$ cat src/rtl/imem_loader_pkg.sv
// imem_loader shared types: loader state encoding and field widths.
// Imported by the interface, the word packer and the loader top.
package imem_loader_pkg;

    localparam int LEN_W  = 16;
    localparam int WORD_W = 32;

    typedef enum logic [2:0] {
        IDLE,
        LEN_HI,
        LEN_LO,
        DATA,
        WRITE,
        FINISH
    } state_e;

endpackage

$ cat src/rtl/imem_loader_if.sv
// Byte-stream handshake plus instruction-memory write port.
// slave: loader side (accepts bytes, drives writes); master: host/memory side.
interface imem_loader_if #(
    parameter int ADDR_W = 10
);
    import imem_loader_pkg::*;

    logic                ByteValid;
    logic [7:0]          ByteData;
    logic                ByteReady;
    logic                IMemWE;
    logic [ADDR_W-1:0]   IMemAddr;
    logic [WORD_W-1:0]   IMemData;

    modport master (
        output ByteValid, ByteData,
        input  ByteReady, IMemWE, IMemAddr, IMemData
    );

    modport slave (
        input  ByteValid, ByteData,
        output ByteReady, IMemWE, IMemAddr, IMemData
    );

endinterface

$ cat src/rtl/imem_word_packer.sv
// Assembles big-endian 32-bit words from bytes (first byte -> [31:24]).
// Ports: clk, rst_n (sync), clear, byte_en, byte_data -> word_valid, word.
module imem_word_packer
    import imem_loader_pkg::*;
(
    input  logic              clk,
    input  logic              rst_n,
    input  logic              clear,
    input  logic              byte_en,
    input  logic [7:0]        byte_data,
    output logic              word_valid,
    output logic [WORD_W-1:0] word
);

    logic [23:0] shift_q, shift_d;
    logic [1:0]  idx_q, idx_d;

    always_comb begin
        shift_d = shift_q;
        idx_d   = idx_q;
        if (clear) begin
            shift_d = '0;
            idx_d   = '0;
        end else if (byte_en) begin
            shift_d = {shift_q[15:0], byte_data};
            idx_d   = idx_q + 2'd1;
        end
    end

    // Only three bytes need storing: the fourth is taken straight off
    // the bus in the cycle it is accepted.
    assign word_valid = byte_en && !clear && (idx_q == 2'd3);
    assign word       = {shift_q, byte_data};

    always_ff @(posedge clk) begin
        if (!rst_n) begin
            shift_q <= '0;
            idx_q   <= '0;
        end else begin
            shift_q <= shift_d;
            idx_q   <= idx_d;
        end
    end

endmodule

$ cat src/rtl/imem_loader.sv
// Loads a length-prefixed byte image into instruction memory, holding the CPU in reset.
// Ports: Clk, Clrn, Load, bus (byte stream + imem write), CpuClrn, Busy, Done, Error.
module imem_loader
    import imem_loader_pkg::*;
#(
    parameter int          ADDR_W    = 10,
    parameter int unsigned BASE_ADDR = 0
) (
    input  logic         Clk,
    input  logic         Clrn,
    input  logic         Load,
    imem_loader_if.slave bus,
    output logic         CpuClrn,
    output logic         Busy,
    output logic         Done,
    output logic         Error
);

    localparam logic [ADDR_W-1:0] BASE = BASE_ADDR[ADDR_W-1:0];

    state_e              state_q, state_d;
    logic [LEN_W-1:0]    rem_q, rem_d;
    logic [ADDR_W-1:0]   addr_q, addr_d;
    logic                ovf_q, ovf_d;
    logic                we_q, we_d;
    logic [WORD_W-1:0]   data_q, data_d;
    logic                busy_q, busy_d;
    logic                done_q, done_d;
    logic                err_q, err_d;

    logic                ready;
    logic                xfer;
    logic                clear;
    logic                word_valid;
    logic [WORD_W-1:0]   word;

    assign ready = (state_q == LEN_HI) || (state_q == LEN_LO) || (state_q == DATA);
    assign xfer  = bus.ByteValid && ready;

    imem_word_packer u_packer (
        .clk       (Clk),
        .rst_n     (Clrn),
        .clear     (clear),
        .byte_en   (xfer && (state_q == DATA)),
        .byte_data (bus.ByteData),
        .word_valid(word_valid),
        .word      (word)
    );

    always_comb begin
        state_d = state_q;
        rem_d   = rem_q;
        addr_d  = addr_q;
        ovf_d   = ovf_q;
        we_d    = 1'b0;
        data_d  = data_q;
        busy_d  = busy_q;
        done_d  = 1'b0;
        err_d   = err_q;
        clear   = 1'b0;
        unique case (state_q)
            IDLE: begin
                if (Load) begin
                    state_d = LEN_HI;
                    busy_d  = 1'b1;
                    err_d   = 1'b0;
                    addr_d  = BASE;
                    ovf_d   = 1'b0;
                    clear   = 1'b1;
                end
            end
            LEN_HI: begin
                if (xfer) begin
                    rem_d[15:8] = bus.ByteData;
                    state_d     = LEN_LO;
                end
            end
            LEN_LO: begin
                if (xfer) begin
                    rem_d[7:0] = bus.ByteData;
                    if ({rem_q[15:8], bus.ByteData} == '0) begin
                        state_d = FINISH;
                        busy_d  = 1'b0;
                        done_d  = 1'b1;
                    end else begin
                        state_d = DATA;
                    end
                end
            end
            DATA: begin
                // Write strobe and data are registered here so they
                // appear during the WRITE cycle itself.
                if (word_valid) begin
                    state_d = WRITE;
                    data_d  = word;
                    we_d    = !ovf_q;
                    err_d   = err_q || ovf_q;
                end
            end
            WRITE: begin
                rem_d = rem_q - 16'd1;
                if (rem_q == 16'd1) begin
                    state_d = FINISH;
                    busy_d  = 1'b0;
                    done_d  = 1'b1;
                end else begin
                    state_d = DATA;
                    // Past the top of memory the address parks and
                    // every further word is flagged instead of written.
                    if (&addr_q) begin
                        ovf_d = 1'b1;
                    end else begin
                        addr_d = addr_q + 1'b1;
                    end
                end
            end
            FINISH: begin
                state_d = IDLE;
            end
            default: begin
                state_d = IDLE;
            end
        endcase
    end

    always_ff @(posedge Clk) begin
        if (!Clrn) begin
            state_q <= IDLE;
            rem_q   <= '0;
            addr_q  <= BASE;
            ovf_q   <= 1'b0;
            we_q    <= 1'b0;
            data_q  <= '0;
            busy_q  <= 1'b0;
            done_q  <= 1'b0;
            err_q   <= 1'b0;
        end else begin
            state_q <= state_d;
            rem_q   <= rem_d;
            addr_q  <= addr_d;
            ovf_q   <= ovf_d;
            we_q    <= we_d;
            data_q  <= data_d;
            busy_q  <= busy_d;
            done_q  <= done_d;
            err_q   <= err_d;
        end
    end

    assign bus.ByteReady = ready;
    assign bus.IMemWE    = we_q;
    assign bus.IMemAddr  = addr_q;
    assign bus.IMemData  = data_q;
    assign Busy          = busy_q;
    assign Done          = done_q;
    assign Error         = err_q;
    assign CpuClrn       = Clrn && !busy_q;

endmodule

$ cat src/flat_wrapper.sv
// flat-port wrapper written by rule: the top's interface ports become plain ports
module imem_loader_flat import imem_loader_pkg::*;
#(
    parameter int          ADDR_W    = 10,
    parameter int unsigned BASE_ADDR = 0
)
  (Clk, Clrn, Load, CpuClrn, Busy, Done, Error, bus_ByteValid, bus_ByteData, bus_ByteReady, bus_IMemWE, bus_IMemAddr, bus_IMemData);
  imem_loader_if #(.ADDR_W(ADDR_W)) bus_i ();
  input  logic Clk;
  input  logic Clrn;
  input  logic Load;
  output logic CpuClrn;
  output logic Busy;
  output logic Done;
  output logic Error;
  input wire logic [$bits(bus_i.ByteValid)-1:0] bus_ByteValid;
  input wire logic [$bits(bus_i.ByteData)-1:0] bus_ByteData;
  output wire logic [$bits(bus_i.ByteReady)-1:0] bus_ByteReady;
  output wire logic [$bits(bus_i.IMemWE)-1:0] bus_IMemWE;
  output wire logic [$bits(bus_i.IMemAddr)-1:0] bus_IMemAddr;
  output wire logic [$bits(bus_i.IMemData)-1:0] bus_IMemData;
  assign bus_i.ByteValid = bus_ByteValid;
  assign bus_i.ByteData = bus_ByteData;
  assign bus_ByteReady = bus_i.ByteReady;
  assign bus_IMemWE = bus_i.IMemWE;
  assign bus_IMemAddr = bus_i.IMemAddr;
  assign bus_IMemData = bus_i.IMemData;
  imem_loader #(.ADDR_W(ADDR_W), .BASE_ADDR(BASE_ADDR)) u_core (.Clk(Clk), .Clrn(Clrn), .Load(Load), .bus(bus_i), .CpuClrn(CpuClrn), .Busy(Busy), .Done(Done), .Error(Error));
endmodule
$ cat config.mk
export PLATFORM = sky130hd
export DESIGN_NAME = imem_loader_flat
export DESIGN_NICKNAME = d
export VERILOG_FILES = /design/src/rtl/imem_loader_pkg.sv /design/src/rtl/imem_loader_if.sv /design/src/rtl/imem_word_packer.sv /design/src/rtl/imem_loader.sv /design/src/flat_wrapper.sv
export SDC_FILE = /design/constraint.sdc
export NUM_CORES = 1
export LEC_CHECK = 0
export BUFFER_PORTS_ARGS = -buffer_cell sky130_fd_sc_hd__buf_2
export CAP_MARGIN = 10
export CORE_MARGIN = 4
export CORE_UTILIZATION = 45
export CTS_CLUSTER_SIZE = 16
export DETAILED_ROUTE_END_ITERATION = 16
export PLACE_DENSITY = 0.69
export RECOVER_POWER = 100
export SYNTH_ARGS = -nofsm -noshare
export SYNTH_HDL_FRONTEND = slang
export SYNTH_HIERARCHICAL = 1
export SYNTH_SLANG_ARGS = --single-unit
$ cat constraint.sdc
create_clock -name Clk -period 2.86 [get_ports Clk]
set_input_delay 0.286 -clock Clk [delete_from_list [all_inputs] [get_ports Clk]]
set_output_delay 0.286 -clock Clk [all_outputs]
set_load 0.01 [all_outputs]
==> metrics.yaml, run 1 <==
grt:
  global_route_wire_length_before_repair_mm: 15.1
  number_of_global_route_vias_before_repair: 3162
  grt_start_max_net_pins: 46
  globalRouteTotalUtil_pct: 18.0
  grt_antenna_before_repair: 0
  global_route.overflow_total: 0
cts:
  tritoncts: "done"
  worst_skew_pair.late_latency_ns: 0.36
  tritoncts_num_sinks: 92
  post_cts_hold_buffer_count: 0
  cts-htree-levels: 3
  clkTransAtPathRegs_ns: 0.10
  ctsResizeCount: 0
  clk_root_buffer_cell: "sky130_fd_sc_hd__clkbuf_8"
  cts_inserted_buffers: 9
  buffers_inserted_by_post_cts_timing_repair: 0
  cts_max_path_buffers: 2
logic_synthesis:
  netlist_area_um2: 4090
  synthDistinctLibCells: 56
  synth-edff-count: 0
  cell_types_with_the_largest_area_share_after_synthesis: "sky130_fd_sc_hd__dfxtp_1 (45%), sky130_fd_sc_hd__nand2_1 (8.1%), sky130_fd_sc_hd__a21oi_1 (6.6%)"
  synth.ff_latch_count: 92
  ys.flop_type: "sky130_fd_sc_hd__dfxtp_1"
  ys_seq_area_share_pct: 45.0
  synth_largest_area_cell: "sky130_fd_sc_hd__dfxtp_1"
  synth_async_sr_flop_share_pct: 0
  synth_nets: 499
  netlist.area_leader.share_pct: 45.0
  mean_instance_size_in_the_synthesized_netlist_um2: 8.47
  postSynthCellCount: 483
  yosysWarningCount: 6
sta:
  fmax_mhz: 407
  slew-limit-headroom_pct: 42.1
  number_of_setup_violations_in_the_final_report: 0
  layout_worst_path_cycle_share_pct: 85.9
  tightestPinTransition_ns: 0.868
  slew_violations: 0
  final_period_minus_worst_setup_slack_ns: 2.46
  timing.setup.tns_ns: 0
  finalClockSkew_ns: 0.0139
  timing.final.hold_violations: 0
  grt_setup_unrepaired: "no"
cells_and_area:
  n_antenna_cell: 0
  fin_nets: 538
  layout-area-overhead-vs-synth_pct: 7.68
  final_cell_mix: "sky130_fd_sc_hd__dfxtp_1 (92), sky130_fd_sc_hd__nand2_1 (88), sky130_fd_sc_hd__nor2_1 (60)"
  drive_gt1_share_pct: 7.79
  layout.cells.most_common: "sky130_fd_sc_hd__dfxtp_1"
  layout.cells.non_filler: 634
  final_layout_fill_cell_count: 876
  final_area_um2: 4410
power:
  max_vdd_drop_uv: 273
  power_per_cell_area_nw_per_um2: 578
  report.power.total_w: 0.00255
  p_leak_nw: 1.48
critical_path:
  critPathKind: "register to register"
  worstPathArrival_ns: 2.75
  worst_r2r_startpoint: "u_core/rem_q[4]$_SDFFE_PN0P_"
  timing.critical_path.from_type: "register"
  timing.critical_path.required_ns: 3.16
  cp-startpoint: "u_core/rem_q[4]$_SDFFE_PN0P_"
  critPathCaptureType: "register"
  timing.critical_path.fanout_max: 6
floorplan:
  placement_rows: 34
  design.portCount: 60
  fp.dieH_um: 103
  die_x_um: 103
  core-area_um2: 8760
  fp.dieArea_um2: 10700
  initial_core_util_pct: 46.7
run_status:
  outcome: "finished clean"
placement:
  placed_cells_incl_taps: 619
  port_buffers: 59
  postPlaceCellArea_um2: 4340
  hpwl_detailed_mm: 6.43
  gp_routability_congestion: 0.878
route:
  route.antenna.remaining_nets: 0
  vias: 3466
  route.detailed.vias_per_inst: 5.47
  drt-pass1-iter-count: 5
  wl_per_cell_um: 14.7
  drtIter0Drc: 264
  drc_errors: 0
  final_wirelength_mm: 9.35
worst_hold_path:
  min_from: "bus_ByteData[7]"
  worstHoldPathType: "primary input to register"
flow_run:
  drv.max_cap_violation_count: 0
state kept, by name, summed over array words and instances (netlist names), 2 cells and up:
signal,flops
u_core/u_packer/idx_q,2
u_core/bus.IMemData,32
u_core/bus.IMemAddr,10
u_core/state_q,3
u_core/u_packer/shift_q,24
u_core/rem_q,16
cell type report:
cell class / count / area, um2 / area share (%)
clock inverter: 6 / 63.8 / 1.45
tap: 108 / 135 / 3.07
multi-input combinational: 348 / 1950 / 44.3
clock buffer: 9 / 124 / 2.81
timing repair buffer: 64 / 264 / 5.99
inverter: 7 / 26.3 / 0.596
sequential: 92 / 1840 / 41.8
cells by family (layout without fill, tap and decap cells):
family                   Yosys count  after routing  share of synthesized area (%)
AND/OR/NAND/NOR                  210            210                           25.1
AO/OA/AOI/OAI                     98             98                           13.9
flip-flops                        92             92                           45.0
buffers and inverters             43             86                           6.24
multiplexers                      26             26                           6.36
XOR/XNOR                          10             10                           2.14
adder cells (fa/ha/maj)            4              4                           1.22
synth_stat cells (6+ instances only):
library cell               number
sky130_fd_sc_hd__nand3_1        7
sky130_fd_sc_hd__o21ai_1        7
sky130_fd_sc_hd__nor2_1        62
sky130_fd_sc_hd__o21ai_0       13
sky130_fd_sc_hd__nand2_1       88
sky130_fd_sc_hd__inv_1          7
sky130_fd_sc_hd__nand2b_1       6
sky130_fd_sc_hd__dfxtp_1       92
sky130_fd_sc_hd__clkbuf_1      17
sky130_fd_sc_hd__a21oi_1       54
sky130_fd_sc_hd__buf_4         11
sky130_fd_sc_hd__mux2i_1       26
sky130_fd_sc_hd__nand4_1        8
sky130_fd_sc_hd__xor2_1         6
where the power goes:
| group | leakage (nW) | switching [W] | internal [W] |
|---|---|---|---|
| combinational | 0.650 | 0.000207 | 0.000129 |
| sequential | 0.743 | 0.0000449 | 0.00131 |
| clock | 0.0915 | 0.000460 | 0.000399 |
path summary, 6_finish.rpt:
kind                            cells after the start  slack, ns                              endpoint
worst min register to register                      2       0.46  u_core/bus.IMemData[15]$_SDFFE_PN0P_
worst min-delay path                                3       0.22   u_core/bus.IMemData[7]$_SDFFE_PN0P_
worst max-delay path                                5       0.40                u_core/Done$_SDFF_PN0_
worst max register to register                      5       0.40                u_core/Done$_SDFF_PN0_
routing by layer:
| metal | global-route usage, % | part of all wire (%) |
|---|---|---|
| met5 | 0 | 0 |
| met4 | 6.77 | 1.8 |
| met3 | 4.23 | 6.2 |
| met2 | 29.6 | 47 |
| met1 | 23.1 | 45 |
worst max-delay path, cell delays in order (launching register included):
cell	delay, ns
sky130_fd_sc_hd__dfxtp_1	0.38
sky130_fd_sc_hd__nor4_1	0.73
sky130_fd_sc_hd__nand4_1	0.42
sky130_fd_sc_hd__and2_0	0.37
sky130_fd_sc_hd__a211oi_1	0.31
sky130_fd_sc_hd__and2_0	0.17
stage by stage:
step	util [%]	setup slack [ns]	hold slack, ns
3_5_place_dp	49.5	0.513	0.446
4_1_cts	51.7	0.490	0.212
3_3_place_gp	49.5	0.537	0.440
2_1_floorplan	-	0.665	0.426
5_1_grt	50.3	0.211	0.212
6_report	50.3	0.403	0.220
Note: power is estimated with default switching activity, not from simulation.
==> run 2: changes to the inputs <==
--- a/config.mk
+++ b/config.mk
@@ -12,7 +12,6 @@
 export CTS_CLUSTER_SIZE = 16
 export DETAILED_ROUTE_END_ITERATION = 16
 export PLACE_DENSITY = 0.69
-export RECOVER_POWER = 100
 export SYNTH_ARGS = -nofsm -noshare
 export SYNTH_HDL_FRONTEND = slang
 export SYNTH_HIERARCHICAL = 1
==> metrics.yaml, run 2 (synthesis results as in run 1) <==
run_status:
  outcome: "finished clean"
critical_path:
  cp-startpoint: "u_core/state_q[2]$_SDFFE_PN0P_"
  timing.critical_path.fanout_max: 33  # +27
  timing.critical_path.mode_cell: "sky130_fd_sc_hd__nand2_1"
  worstPathArrival_ns: 2.65  # -0.10 ns
  worst-path-buf-inv: 0  # unchanged
  worst_setup_path_endpoint: "u_core/bus.IMemData[10]$_SDFFE_PN0P_"
  critPathKind: "register to register"
  r2r_cells: 7  # +2
  cp_cell_sequence: "nand2b_1 -> nor3_1 -> and3b_1 -> nand2_1 -> or2_2 -> nand2_1 -> a21oi_1"
  timing.critical_path.from_type: "register"
  timing.critical_path.required_ns: 3.15  # about the same
  setup.reg_to_reg.worst_slack_ns: 0.49  # +0.09 ns
  reg2reg_to: "u_core/bus.IMemData[10]$_SDFFE_PN0P_"
  worst_r2r_startpoint: "u_core/state_q[2]$_SDFFE_PN0P_"
  worst_path_largest_cell_delay_ns: 0.53  # -0.20 ns
  cp_top_family: "simple AND/OR/NAND/NOR gates"
  cp_num_cells: 7  # +2
  critPathCaptureType: "register"
  crit_slowest_cell: "sky130_fd_sc_hd__or2_2"
sta:
  timing.final.hold_violations: 0  # unchanged
  slew_violations: 0  # unchanged
  timing.setup.tns_ns: 0  # unchanged
  layout_worst_path_cycle_share_pct: 82.7  # -3.2 points
  final_period_minus_worst_setup_slack_ns: 2.37  # -0.0910 ns
  fmax_mhz: 423  # +3.8%
  tightest_hold_margin_ns: 0.222  # +0.00234 ns
  tightestPinTransition_ns: 0.621  # -0.247 ns
  finalClockSkew_ns: 0.0134  # -0.000466 ns
  slew-limit-headroom_pct: 58.2  # +16 points
  number_of_setup_violations_in_the_final_report: 0  # unchanged
  grt_setup_unrepaired: "no"
grt:
  grt_start_max_net_pins: 46  # unchanged
  global_route_wire_length_before_repair_mm: 15.1  # unchanged
  grt_antenna_before_repair: 0  # unchanged
  globalRouteTotalUtil_pct: 18.0  # unchanged
  global_route.overflow_total: 0  # unchanged
  number_of_global_route_vias_before_repair: 3162  # unchanged
cts:
  tritoncts_num_sinks: 92  # unchanged
  cts-htree-levels: 3  # unchanged
  buffers_inserted_by_post_cts_timing_repair: 0  # unchanged
  cts_max_path_buffers: 2  # unchanged
  clk_root_buffer_cell: "sky130_fd_sc_hd__clkbuf_8"
  ctsResizeCount: 0  # unchanged
  post_cts_hold_buffer_count: 0  # unchanged
  worst_skew_pair.late_latency_ns: 0.36  # about the same
  tritoncts: "done"
  clkTransAtPathRegs_ns: 0.10  # about the same
  cts_inserted_buffers: 9  # unchanged
route:
  drtIter0Drc: 217  # -18%
  final_wirelength_mm: 9.27  # -0.92%
  vias: 3445  # -0.61%
  route.antenna.remaining_nets: 0  # unchanged
  drt-pass1-iter-count: 4  # -1
  wl_per_cell_um: 14.6  # -0.92%
  drc_errors: 0  # unchanged
  route.detailed.vias_per_inst: 5.43  # -0.61%
floorplan:
  placement_rows: 34  # unchanged
  core-area_um2: 8760  # unchanged
  fp.dieArea_um2: 10700  # unchanged
  die_x_um: 103  # unchanged
  initial_core_util_pct: 46.7  # unchanged
  fp.dieH_um: 103  # unchanged
  design.portCount: 60  # unchanged
cells_and_area:
  layout.cells.most_common: "sky130_fd_sc_hd__dfxtp_1"
  final_layout_fill_cell_count: 857  # -2.2%
  final_area_um2: 4530  # +2.8%
  layout-area-overhead-vs-synth_pct: 10.7
  final_cell_mix: "sky130_fd_sc_hd__dfxtp_1 (92), sky130_fd_sc_hd__nand2_1 (88), sky130_fd_sc_hd__nor2_1 (60)"
  fin_nets: 538  # unchanged
  n_antenna_cell: 0  # unchanged
  area_of_combinational_cells_with_multiple_inputs_um2: 2000  # +2.8%
  largest_reg_flops: 32  # unchanged
  layout.cells.non_filler: 634  # unchanged
  drive_gt1_share_pct: 18.4  # +11 points
  sequential_cell_area_um2: 1840  # unchanged
power:
  p_sw_share_pct: 28.0  # about the same
  power_per_cell_area_nw_per_um2: 565  # -2.1%
  max_vdd_drop_uv: 272  # -0.51%
  intPower_w: 0.00184  # +0.57%
  share_comb_of_total_power_pct: 13.6  # +0.4 points
  clock_power_share_pct: 33.5  # -0.2 points
  p_leak_nw: 1.73  # +16%
  power.switching_w: 0.000716  # +0.59%
  p_seq_share_pct: 52.9  # -0.2 points
placement:
  gp_routability_congestion: 0.878  # unchanged
  placed_cells_incl_taps: 619  # unchanged
  hpwl_detailed_mm: 6.43  # unchanged
  port_buffers: 59  # unchanged
  postPlaceCellArea_um2: 4340  # unchanged
worst_hold_path:
  worstHoldPathType: "primary input to register"
flow_run:
  drv.max_cap_violation_count: 0  # unchanged
==> run 2: how the worst min path moves through the flow <==
| stage | cells past startpoint | startpoint | end | slack, ns |
|---|---|---|---|---|
| floorplan | 1 | u_core/ovf_q$_SDFFE_PN0P_ | u_core/bus.IMemWE$_SDFF_PN0_ | 0.43 |
| global placement | 2 | u_core/bus.IMemData[13]$_SDFFE_PN0P_ | u_core/bus.IMemData[13]$_SDFFE_PN0P_ | 0.44 |
| detailed placement | 2 | u_core/bus.IMemData[15]$_SDFFE_PN0P_ | u_core/bus.IMemData[15]$_SDFFE_PN0P_ | 0.45 |
| CTS | 3 | bus_ByteData[4] | u_core/bus.IMemData[4]$_SDFFE_PN0P_ | 0.21 |
| global route | 3 | bus_ByteData[3] | u_core/bus.IMemData[3]$_SDFFE_PN0P_ | 0.21 |
| finish | 3 | bus_ByteData[7] | u_core/bus.IMemData[7]$_SDFFE_PN0P_ | 0.22 |
==> run 2: layout make-up <==
class	count	area share, %
Clock inverter	6	1.41
Tap cell	108	2.98
Sequential cell	92	40.7
Inverter	7	0.580
Clock buffer	9	2.74
Multi-Input combinational cell	348	44.3
Timing Repair Buffer	64	7.35
==> run 2: per-stage QoR <==
step	setup WS (ns)	power, W	util (%)
2_1_floorplan	0.665	0.00166	-
3_3_place_gp	0.537	0.00172	49.5
3_5_place_dp	0.513	0.00173	49.5
4_1_cts	0.490	0.00259	51.7
5_1_grt	0.200	0.00268	51.7
6_report	0.494	0.00256	51.7
==> run 2: worst reg2reg max path: cells and delay by family (launching register included) <==
family | cells | cell delay [ns]
simple gates | 6 | 1.71
compound gates | 1 | 0.16
flops | 1 | 0.43
==> run 2: routing by layer <==
layer | track usage, % | vias to the layer above | part of all wire, %
met5 | 0 | - | 0
met4 | 6.77 | 0 | 1.3
met3 | 4.23 | 10 | 5.5
met2 | 29.6 | 85 | 48
met1 | 23.1 | 1612 | 45
li1 | - | 1738 | -
==> run 2: power by group through the flow <==
stage	Combinational, W	Clock (W)	Sequential, W
3_5_place_dp	0.000347	0	0.00138
5_1_grt	0.000389	0.000936	0.00136
3_3_place_gp	0.000342	0	0.00138
6_report	0.000349	0.000857	0.00135
4_1_cts	0.000349	0.000885	0.00135
2_1_floorplan	0.000298	0	0.00136
==> run 3: changes to the inputs <==
==> constraint.sdc (replaced) <==
create_clock -name Clk -period 2.3 [get_ports Clk]
set_input_delay 0.23 -clock Clk [delete_from_list [all_inputs] [get_ports Clk]]
set_output_delay 0.23 -clock Clk [all_outputs]
set_load 0.01 [all_outputs]
==> metrics.yaml, run 3 (synthesis results as in run 1) <==
run_status:
  outcome: "finished clean"
power:
  power.switching_w: 0.000908  # +27%
  p_seq_share_pct: 51.7  # -1.2 points
  p_sw_share_pct: 28.1  # +0.16 points
  power_per_cell_area_nw_per_um2: 702  # +24%
  p_leak_nw: 1.76  # +2.0%
  intPower_w: 0.00232  # +26%
  clock_power_share_pct: 33.8  # +0.3 points
  share_comb_of_total_power_pct: 14.5  # +0.9 points
  max_vdd_drop_uv: 348  # +28%
cts:
  post_cts_hold_buffer_count: 0  # unchanged
  tritoncts: "done"
  worst_skew_pair.late_latency_ns: 0.36  # about the same
  buffers_inserted_by_post_cts_timing_repair: 0  # unchanged
  cts-htree-levels: 3  # unchanged
  clkTransAtPathRegs_ns: 0.10  # about the same
  clk_root_buffer_cell: "sky130_fd_sc_hd__clkbuf_8"
  ctsResizeCount: 0  # unchanged
  cts_max_path_buffers: 2  # unchanged
  cts_inserted_buffers: 9  # unchanged
  tritoncts_num_sinks: 92  # unchanged
critical_path:
  timing.critical_path.required_ns: 2.51  # -0.64 ns
  critPathKind: "register to register"
  worst_r2r_startpoint: "u_core/state_q[0]$_SDFFE_PN0P_"
  critPathCaptureType: "register"
  timing.critical_path.fanout_max: 33  # unchanged
  cp-startpoint: "u_core/state_q[0]$_SDFFE_PN0P_"
  timing.critical_path.from_type: "register"
  worstPathArrival_ns: 2.28  # -0.37 ns
placement:
  placed_cells_incl_taps: 624  # +0.81%
  postPlaceCellArea_um2: 4400  # +1.4%
  port_buffers: 59  # unchanged
  hpwl_detailed_mm: 6.51  # +1.3%
  gp_routability_congestion: 0.892  # +1.6%
cells_and_area:
  final_cell_mix: "sky130_fd_sc_hd__dfxtp_1 (92), sky130_fd_sc_hd__nand2_1 (88), sky130_fd_sc_hd__nor2_1 (60)"
  layout.cells.most_common: "sky130_fd_sc_hd__dfxtp_1"
  final_layout_fill_cell_count: 877  # +2.3%
  postLayoutCoreUtil_pct: 52.5  # +0.83 points
  layout.cells.non_filler: 639  # +0.79%
  final_area_um2: 4600  # +1.6%
  n_antenna_cell: 0  # unchanged
  drive_gt1_share_pct: 19.2  # +0.77 points
  layout-area-overhead-vs-synth_pct: 12.4
  fin_nets: 543  # +0.93%
  largest_reg_flops: 32  # unchanged
floorplan:
  die_x_um: 103  # unchanged
  design.portCount: 60  # unchanged
  fp.dieArea_um2: 10700  # unchanged
  core-area_um2: 8760  # unchanged
  initial_core_util_pct: 46.7  # unchanged
  fp.dieH_um: 103  # unchanged
  placement_rows: 34  # unchanged
grt:
  globalRouteTotalUtil_pct: 18.2  # +0.20 points
  global_route_wire_length_before_repair_mm: 15.6  # +3.1%
  global_route.overflow_total: 0  # unchanged
  number_of_global_route_vias_before_repair: 3297  # +4.3%
  grt_start_max_net_pins: 34  # -26%
  grt_antenna_before_repair: 0  # unchanged
route:
  drc_errors: 0  # unchanged
  vias: 3459  # +0.41%
  route.antenna.remaining_nets: 0  # unchanged
  drt-pass1-iter-count: 4  # unchanged
  drtIter0Drc: 156  # -28%
  wl_per_cell_um: 14.4  # -1.3%
  route.detailed.vias_per_inst: 5.41  # -0.38%
  final_wirelength_mm: 9.22  # -0.54%
sta:
  timing.setup.tns_ns: 0  # unchanged
  timing.final.hold_violations: 0  # unchanged
  layout_worst_path_cycle_share_pct: 90.1  # +7.4 points
  grt_setup_unrepaired: "no"
  slew-limit-headroom_pct: 53.7  # -4.4 points
  fmax_mhz: 482  # +14%
  tightestPinTransition_ns: 0.693  # +0.0716 ns
  slew_violations: 0  # unchanged
  final_period_minus_worst_setup_slack_ns: 2.07  # -0.292 ns
  number_of_setup_violations_in_the_final_report: 0  # unchanged
  finalClockSkew_ns: 0.0104  # -0.00308 ns
worst_hold_path:
  min_from: "bus_ByteData[3]"
  worstHoldPathType: "primary input to register"
flow_run:
  drv.max_cap_violation_count: 0  # unchanged
[run 3: cell count changes in the layout (fill, tap and decap cells not counted)]
cell and delta:
sky130_fd_sc_hd__clkinv_2 -2, sky130_fd_sc_hd__buf_12 +2, sky130_fd_sc_hd__inv_8 +1, sky130_fd_sc_hd__buf_4 +3
sky130_fd_sc_hd__clkinv_4 +1
[run 3: area by class of cell]
class	instances	area, um2	share of cell area [%]
timing repair buffer	69	395	8.59
clock inverter	6	73.8	1.60
inverter	7	26.3	0.571
sequential	92	1840	40.0
tap	108	135	2.94
clock buffer	9	124	2.69
multi-input combinational	348	2000	43.6
[run 3: power by group through the flow]
stage          clock network [W]  registers [W]  logic [W]
2_1_floorplan                  0        0.00169   0.000371
3_3_place_gp                   0        0.00171   0.000456
3_5_place_dp                   0        0.00171   0.000463
4_1_cts                  0.00113        0.00167   0.000465
5_1_grt                  0.00119        0.00168   0.000523
6_report                 0.00109        0.00167   0.000467
[run 3: critical path, stage by stage, from the launching register on]
cell	delay, ns
sky130_fd_sc_hd__dfxtp_1	0.49
sky130_fd_sc_hd__nand2b_1	0.21
sky130_fd_sc_hd__nor2_4	0.15
sky130_fd_sc_hd__and3b_1	0.17
sky130_fd_sc_hd__nand2_1	0.12
sky130_fd_sc_hd__or2_2	0.56
sky130_fd_sc_hd__nand2_1	0.15
sky130_fd_sc_hd__a21oi_1	0.08
[run 3: layer usage]
| layer | part of all wire, % | global-route usage, % | vias to the layer above | routed length (um) |
|---|---|---|---|---|
| li1 | - | - | 1748 | - |
| met1 | 46 | 23.7 | 1618 | 4210 |
| met2 | 48 | 29.9 | 83 | 4400 |
| met3 | 5.0 | 4.69 | 10 | 464 |
| met4 | 1.5 | 5.48 | 0 | 138 |
| met5 | 0 | 0 | - | 0 |
[run 3: path summary, 6_finish.rpt]
path                                                              to  slack (ns)  cells past startpoint
worst min register to register  u_core/bus.IMemData[30]$_SDFFE_PN0P_        0.46                      2
worst max-delay path            u_core/bus.IMemData[17]$_SDFFE_PN0P_        0.23                      7
worst max register to register  u_core/bus.IMemData[17]$_SDFFE_PN0P_        0.23                      7
worst min-delay path             u_core/bus.IMemData[3]$_SDFFE_PN0P_        0.16                      3
[run 3: metrics by stage]
step                      hold slack (ns)  worst slack (ns)  power, W
after floorplan                     0.377             0.105   0.00207
after global placement              0.440             0.328   0.00216
after detailed placement            0.443             0.247   0.00217
after CTS                           0.134             0.233   0.00327
after global routing                0.148            0.0125   0.00339
final                               0.157             0.227   0.00323
